$ cat src/rtl/adc_frame_sequencer.sv
// ADC frame sequencer: arms a frame, runs chirps of N down-sampled words separated by idle gaps.
// Optional overrun flag built only when SEQ_OVERRUN_CHECK_EN is defined; err_o is tied low otherwise.
module adc_frame_sequencer #(
  parameter int SAMPLE_CNT_W = 12,
  parameter int CHIRP_CNT_W  = 8
) (
  input  logic                    clk,
  input  logic                    rst,
  input  logic                    start_i,
  input  logic                    abort_i,
  input  logic [15:0]             cfg_psc_i,
  input  logic [SAMPLE_CNT_W-1:0] cfg_samples_i,
  input  logic [CHIRP_CNT_W-1:0]  cfg_chirps_i,
  input  logic [15:0]             cfg_gap_i,
  input  logic                    adc_valid_i,
  input  logic                    sampled_valid_i,
  output logic [15:0]             sample_psc_o,
  output logic                    raw_valid_o,
  output logic                    chirp_start_o,
  output logic                    chirp_done_o,
  output logic                    frame_done_o,
  output logic                    busy_o,
  output logic [CHIRP_CNT_W-1:0]  chirp_idx_o,
  output logic [SAMPLE_CNT_W-1:0] sample_idx_o,
  output logic                    err_o
);

  // state | meaning
  // IDLE  | waiting for start_i; cfg latched on an accepted start
  // ARM   | single cycle; empty frames skip straight to DONE
  // CHIRP | forwarding ADC strobes, counting down-sampled words
  // GAP   | idle cycles between chirps, down-counted
  // DONE  | one-cycle frame_done_o, then IDLE
  typedef enum logic [2:0] {S_IDLE, S_ARM, S_CHIRP, S_GAP, S_DONE} state_t;

  localparam logic [SAMPLE_CNT_W-1:0] SAMPLE_ONE = {{(SAMPLE_CNT_W-1){1'b0}}, 1'b1};
  localparam logic [CHIRP_CNT_W-1:0]  CHIRP_ONE  = {{(CHIRP_CNT_W-1){1'b0}}, 1'b1};

  state_t                  state, state_next;
  logic [15:0]             psc_q, gap_q, gap_cnt;
  logic [SAMPLE_CNT_W-1:0] samples_q, sample_idx;
  logic [CHIRP_CNT_W-1:0]  chirps_q, chirp_idx;
  logic                    start_acc, abort_act, chirp_end, last_chirp, enter_done;
  logic                    chirp_start_q, chirp_done_q;

  always_comb begin
    state_next = state;
    start_acc  = 1'b0;
    chirp_end  = 1'b0;
    abort_act  = abort_i && (state != S_IDLE);
    last_chirp = (chirp_idx == (chirps_q - CHIRP_ONE));
    case (state)
      S_IDLE: begin
        if (start_i && !abort_i) begin
          start_acc  = 1'b1;
          state_next = S_ARM;
        end
      end
      S_ARM: begin
        state_next = (samples_q == '0 || chirps_q == '0) ? S_DONE : S_CHIRP;
      end
      S_CHIRP: begin
        if (sampled_valid_i && (sample_idx == (samples_q - SAMPLE_ONE))) begin
          chirp_end  = 1'b1;
          state_next = last_chirp ? S_DONE : S_GAP;
        end
      end
      S_GAP: begin
        if (gap_cnt <= 16'd1) state_next = S_CHIRP;
      end
      S_DONE: begin
        state_next = S_IDLE;
      end
      default: begin
        state_next = S_IDLE;
      end
    endcase
    // abort beats both a simultaneous chirp end and any pending transition
    if (abort_act) begin
      state_next = S_IDLE;
      chirp_end  = 1'b0;
    end
    enter_done = (state_next == S_DONE) && (state != S_DONE);
  end

  always_ff @(posedge clk or posedge rst) begin
    if (rst) begin
      state         <= S_IDLE;
      psc_q         <= 16'd1;
      samples_q     <= '0;
      chirps_q      <= '0;
      gap_q         <= '0;
      sample_idx    <= '0;
      chirp_idx     <= '0;
      gap_cnt       <= '0;
      chirp_start_q <= 1'b0;
      chirp_done_q  <= 1'b0;
    end else begin
      state         <= state_next;
      chirp_start_q <= (state_next == S_CHIRP) && (state != S_CHIRP);
      chirp_done_q  <= chirp_end;

      if (start_acc) begin
        psc_q     <= (cfg_psc_i == 16'd0) ? 16'd1 : cfg_psc_i;
        samples_q <= cfg_samples_i;
        chirps_q  <= cfg_chirps_i;
        gap_q     <= cfg_gap_i;
      end

      if (abort_act || chirp_end) begin
        sample_idx <= '0;
      end else if (state == S_CHIRP && sampled_valid_i) begin
        sample_idx <= sample_idx + SAMPLE_ONE;
      end

      if (abort_act || enter_done) begin
        chirp_idx <= '0;
      end else if (chirp_end && !last_chirp) begin
        chirp_idx <= chirp_idx + CHIRP_ONE;
      end

      if (abort_act) begin
        gap_cnt <= '0;
      end else if (chirp_end && !last_chirp) begin
        gap_cnt <= (gap_q == 16'd0) ? 16'd1 : gap_q;
      end else if (state == S_GAP && gap_cnt != 16'd0) begin
        gap_cnt <= gap_cnt - 16'd1;
      end
    end
  end

`ifdef SEQ_OVERRUN_CHECK_EN
  logic err_q;

  always_ff @(posedge clk or posedge rst) begin
    if (rst) begin
      err_q <= 1'b0;
    end else if (start_acc) begin
      err_q <= 1'b0;
    end else if (sampled_valid_i && state != S_CHIRP) begin
      err_q <= 1'b1;
    end
  end

  assign err_o = err_q;
`else
  assign err_o = 1'b0;
`endif

  assign sample_psc_o  = psc_q;
  assign raw_valid_o   = adc_valid_i && (state == S_CHIRP) && !abort_i;
  assign chirp_start_o = chirp_start_q;
  assign chirp_done_o  = chirp_done_q;
  assign frame_done_o  = (state == S_DONE) && !abort_i;
  assign busy_o        = (state != S_IDLE);
  assign chirp_idx_o   = chirp_idx;
  assign sample_idx_o  = sample_idx;

endmodule
$ cat config.mk
export PLATFORM = sky130hd
export DESIGN_NAME = adc_frame_sequencer
export DESIGN_NICKNAME = d
export VERILOG_FILES = /design/src/rtl/adc_frame_sequencer.sv
export SDC_FILE = /design/constraint.sdc
export NUM_CORES = 1
export LEC_CHECK = 0
export ABC_AREA = 1
export CAP_MARGIN = 20
export CORE_MARGIN = 4
export CORE_UTILIZATION = 42
export CTS_BUF_LIST = sky130_fd_sc_hd__clkbuf_2
export CTS_CLUSTER_SIZE = 20
export DETAILED_ROUTE_END_ITERATION = 12
export GPL_TIMING_DRIVEN = 0
export PLACE_DENSITY = 0.77
export SLEW_MARGIN = 20
export SYNTH_ARGS = -nofsm -noshare
export SYNTH_HDL_FRONTEND = slang
export SYNTH_SLANG_ARGS = --single-unit
$ cat constraint.sdc
create_clock -name clk -period 7.87 [get_ports clk]
set_clock_uncertainty 0.05 [all_clocks]
set_input_delay 2.361 -clock clk [delete_from_list [all_inputs] [get_ports clk]]
set_output_delay 2.361 -clock clk [all_outputs]
set_load 0.01 [all_outputs]
==> flow_metrics.py <==
metrics = {
    "status": {
        "status": "finished, final reports clean",
    },
    "floorplan": {
        "core_sq_mm": 0.01277,
        "start_util_pct": 43.52,
        "row_count": 41,
        "ioPinCount": 100,
        "die-area_sq_mm": 0.01514,
        "die_h_microns": 123.0,
        "fp.dieW_microns": 123.0,
    },
    "yosys": {
        "synth-async-reset-ratio_pct": 100.0,
        "synth_seq_cells": 93,
        "yosysUniqueCellTypes": 47,
        "netlist_instances": 744,
        "yosys.area_share.adder_pct": 1.576,
        "synthXorXnorAreaFrac_pct": 5.987,
        "synth_top_family_by_area": "simple AND/OR/NAND/NOR gates",
        "syn_area_per_cell_sq_um": 7.472,
        "synth-simple-area-share_pct": 38.89,
        "synthFlopType": "dfrtp_1",
        "syn_area_sq_mm": 0.005559,
        "synth-edff-count": 0,
        "synthMuxAreaShare_pct": 0,
        "synth-seq-area-share_pct": 41.89,
        "synth_compound_area_share_pct": 4.727,
        "syn_nets": 809,
        "yosysWarnings": 0,
    },
    "layout": {
        "drive_above_1_share_pct": 8.265,
        "area_delta_synth_final_pct": 24.51,
        "fin_area_sq_mm": 0.006922,
        "nets": 919,
        "final_cells": 1032,
        "finish.utilization_pct": 54.19,
    },
    "routing": {
        "dr.pass1.iters": 5,
        "avgRoutedWirePerCell_microns": 13.72,
        "drt_iter0_drc": 292,
        "drt-total-wl_mm": 14.15,
        "avgViaCountPerCell": 5.000,
        "ant_nets": 0,
        "vias": 5160,
        "drcViolationCount": 0,
    },
    "timing": {
        "finalHoldViolations": 0,
        "rsz0062_at_grt": "false",
        "fin_crit_ps": 6099,
        "hold_ws_ps": 456.8,
        "worst_pin_slew_ps": 543.9,
        "final_max_slew_viol_count": 0,
        "min_period_over_period_pct": 77.50,
        "slew_headroom_pct": 63.74,
        "timing.fmax_mhz": 164.0,
        "layout_setup_ws_ps": 1771,
        "final.setup.tns_ps": 0,
        "setup_viol": 0,
    },
    "setup_path": {
        "path_cells": "clkdlybuf4s50_1 > nor4_1 > clkdlybuf4s50_1",
        "slowest_stage": "clkdlybuf4s50_1",
        "worst_path_most_repeated_cell": "clkdlybuf4s50_1",
        "path_max_fanout": 4,
        "worst_setup_path_start_kind": "input pin",
        "path_class": "in2out",
        "cp.required_ps": 5460,
        "endpoint_kind": "output pin",
        "crit_buf_inv": 2,
        "cp.arrival_ps": 3690,
        "critical-path-max-stage-delay_ps": 630,
        "crit_family": "buffers and inverters",
    },
    "power": {
        "powerDensity_mw_per_mm2": 322.0,
        "ir_worst_vdd_v": 0.0001275,
        "power_mw": 2.229,
        "leakage_nw": 3.423,
    },
    "global_routing": {
        "antenna_found_initial": 1,
        "grt_max_degree": 77,
        "overflow": 0,
        "track_usage_pct": 19.96,
        "grt_pass1_wl_mm": 24.06,
        "grt_pass1_vias": 4973,
    },
    "clocking": {
        "post_cts_buffers": 0,
        "htree_levels": 3,
        "path_clk_slew_ps": 240,
        "numCtsBuffers": 9,
        "clock_sinks": 93,
        "cts_hold_repair.buffers": 0,
        "clk_latency_ps": 610,
        "cts_resized": 0,
        "cts_buffer_depth": 2,
        "root_buffer": "clkbuf_2",
        "cts_tree": "yes",
    },
    "worst_hold_path": {
        "hold_path_class": "reg2reg",
    },
    "place": {
        "numPlacedInstances": 1015,
        "place_ws_ps": 1789,
        "gp_congestion": 0.8668,
        "io_buffers": 98,
        "dpl.hpwl_mm": 10.66,
        "dpl_cell_area_sq_mm": 0.006788,
    },
    "flow_run": {
        "max_cap_viol_count": 0,
    },
}
cell type report:
cell class              count  area [sq um]
fillers                  1229          5852
multi-input cells         557          2849
flip-flops and latches     93          2328
repair buffers             99          1008
inverters                  69         264.0
well taps                 172         215.2
plain buffers              25         122.6
clock inverters             5         76.32
clock buffers              11         55.05
diodes                      1         2.502
cell usage in the layout (no fill, tap or decap), types with 2 or more instances in the layout:
cell and count:
a21oi_1 10, nand3_2 5, clkbuf_2 11, nor2_1 47, xor2_1 22, buf_6 2
buf_1 4, nand3b_1 3, clkdlybuf4s50_1 98, buf_2 8, nand2_4 2, nor2_4 5
nand4_1 24, xnor2_1 16, o21ai_1 3, nand2_2 6, a31oi_1 2, nor3b_1 2
clkinv_1 5, o21ai_0 25, inv_2 9, nand2_1 270, nor4_1 10, inv_1 56
nand3_1 62, nor3_2 2, nor2_2 7, nor3_1 11, bufinv_16 2, dfrtp_1 92
ha_1 7, clkbuf_1 10
worst paths after layout:
| kind | to | start | slack (ps) | cells after the start |
|---|---|---|---|---|
| hold / removal | sample_psc_o[1] | sample_psc_o[1] | 460 | 2 |
| setup / recovery | frame_done_o | abort_i | 1770 | 3 |
| max in group asynchronous | gap_cnt[2] | rst | 5170 | 3 |
| hold reg to reg | sample_psc_o[1] | sample_psc_o[1] | 460 | 2 |
| min in group asynchronous | sample_idx_o[9] | rst | 1950 | 2 |
| setup reg to reg | gap_cnt[7] | samples_q[0] | 5200 | 16 |
registers in the layout, summed over array words and instances (netlist names):
register / cells
gap_cnt: 16
gap_q: 16
sample_psc_o: 16
sample_idx_o: 12
samples_q: 12
chirp_idx_o: 8
chirps_q: 8
state: 3
chirp_done_o: 1
chirp_start_o: 1
Yosys cell counts, types with 3 or more instances:
| library cell | n | area share (%) |
|---|---|---|
| nand4_1 | 24 | 2.7 |
| nand3_2 | 5 | 0.90 |
| o21ai_1 | 3 | 0.27 |
| buf_1 | 4 | 0.27 |
| nand2_1 | 270 | 18 |
| a21oi_1 | 10 | 0.90 |
| nor2_1 | 47 | 3.2 |
| nor4_1 | 10 | 1.1 |
| nand3b_1 | 3 | 0.41 |
| clkinv_1 | 3 | 0.20 |
| buf_2 | 8 | 0.72 |
| nor3_1 | 11 | 0.99 |
| o21ai_0 | 25 | 2.3 |
| inv_1 | 57 | 3.8 |
| nand3_1 | 62 | 5.6 |
| xor2_1 | 22 | 3.5 |
| nor2_4 | 5 | 1.0 |
| xnor2_1 | 16 | 2.5 |
| dfrtp_1 | 92 | 41 |
| nor2_2 | 7 | 0.79 |
| nand2_2 | 6 | 0.68 |
| inv_2 | 9 | 0.61 |
| ha_1 | 7 | 1.6 |
| clkbuf_1 | 10 | 0.68 |
worst reg2reg max path: stages (launching register included):
cell,delay [ps]
dfrtp_1,470
inv_2,110
ha_1,300
nand2_4,120
nor2_8,140
nand2_1,90
nand2_2,100
nand3_2,90
nand2_4,110
nand3_2,70
nor2_2,100
nand3_2,140
nor2_4,260
buf_6,170
nand3_1,110
nand3_1,110
nand2_1,50
cells by family after synthesis:
| logic type | after synthesis |
|---|---|
| compound gates | 46 |
| xor+xnor | 38 |
| fa+ha+maj | 7 |
| buf+inv | 94 |
| flops | 93 |
| other cells | 1 |
| simple gates | 465 |
power breakdown:
| part | leakage, nW | switching, mW | internal [mW] |
|---|---|---|---|
| registers | 1.21 | 0.157 | 0.640 |
| logic | 2.13 | 0.677 | 0.484 |
| clock network | 0.0812 | 0.164 | 0.106 |
| total | 3.42 | 0.998 | 1.23 |
routing by layer:
metal  up-vias  GRT usage (%)  part of all wire [%]
met1      2379          27.37                    45
met2       146          31.50                    48
li1       2610              -                     -
met5         -              0                     0
met3        25          3.705                   5.3
met4         0          7.612                   1.8
No activity file was read; power rests on OpenSTA's default activity.
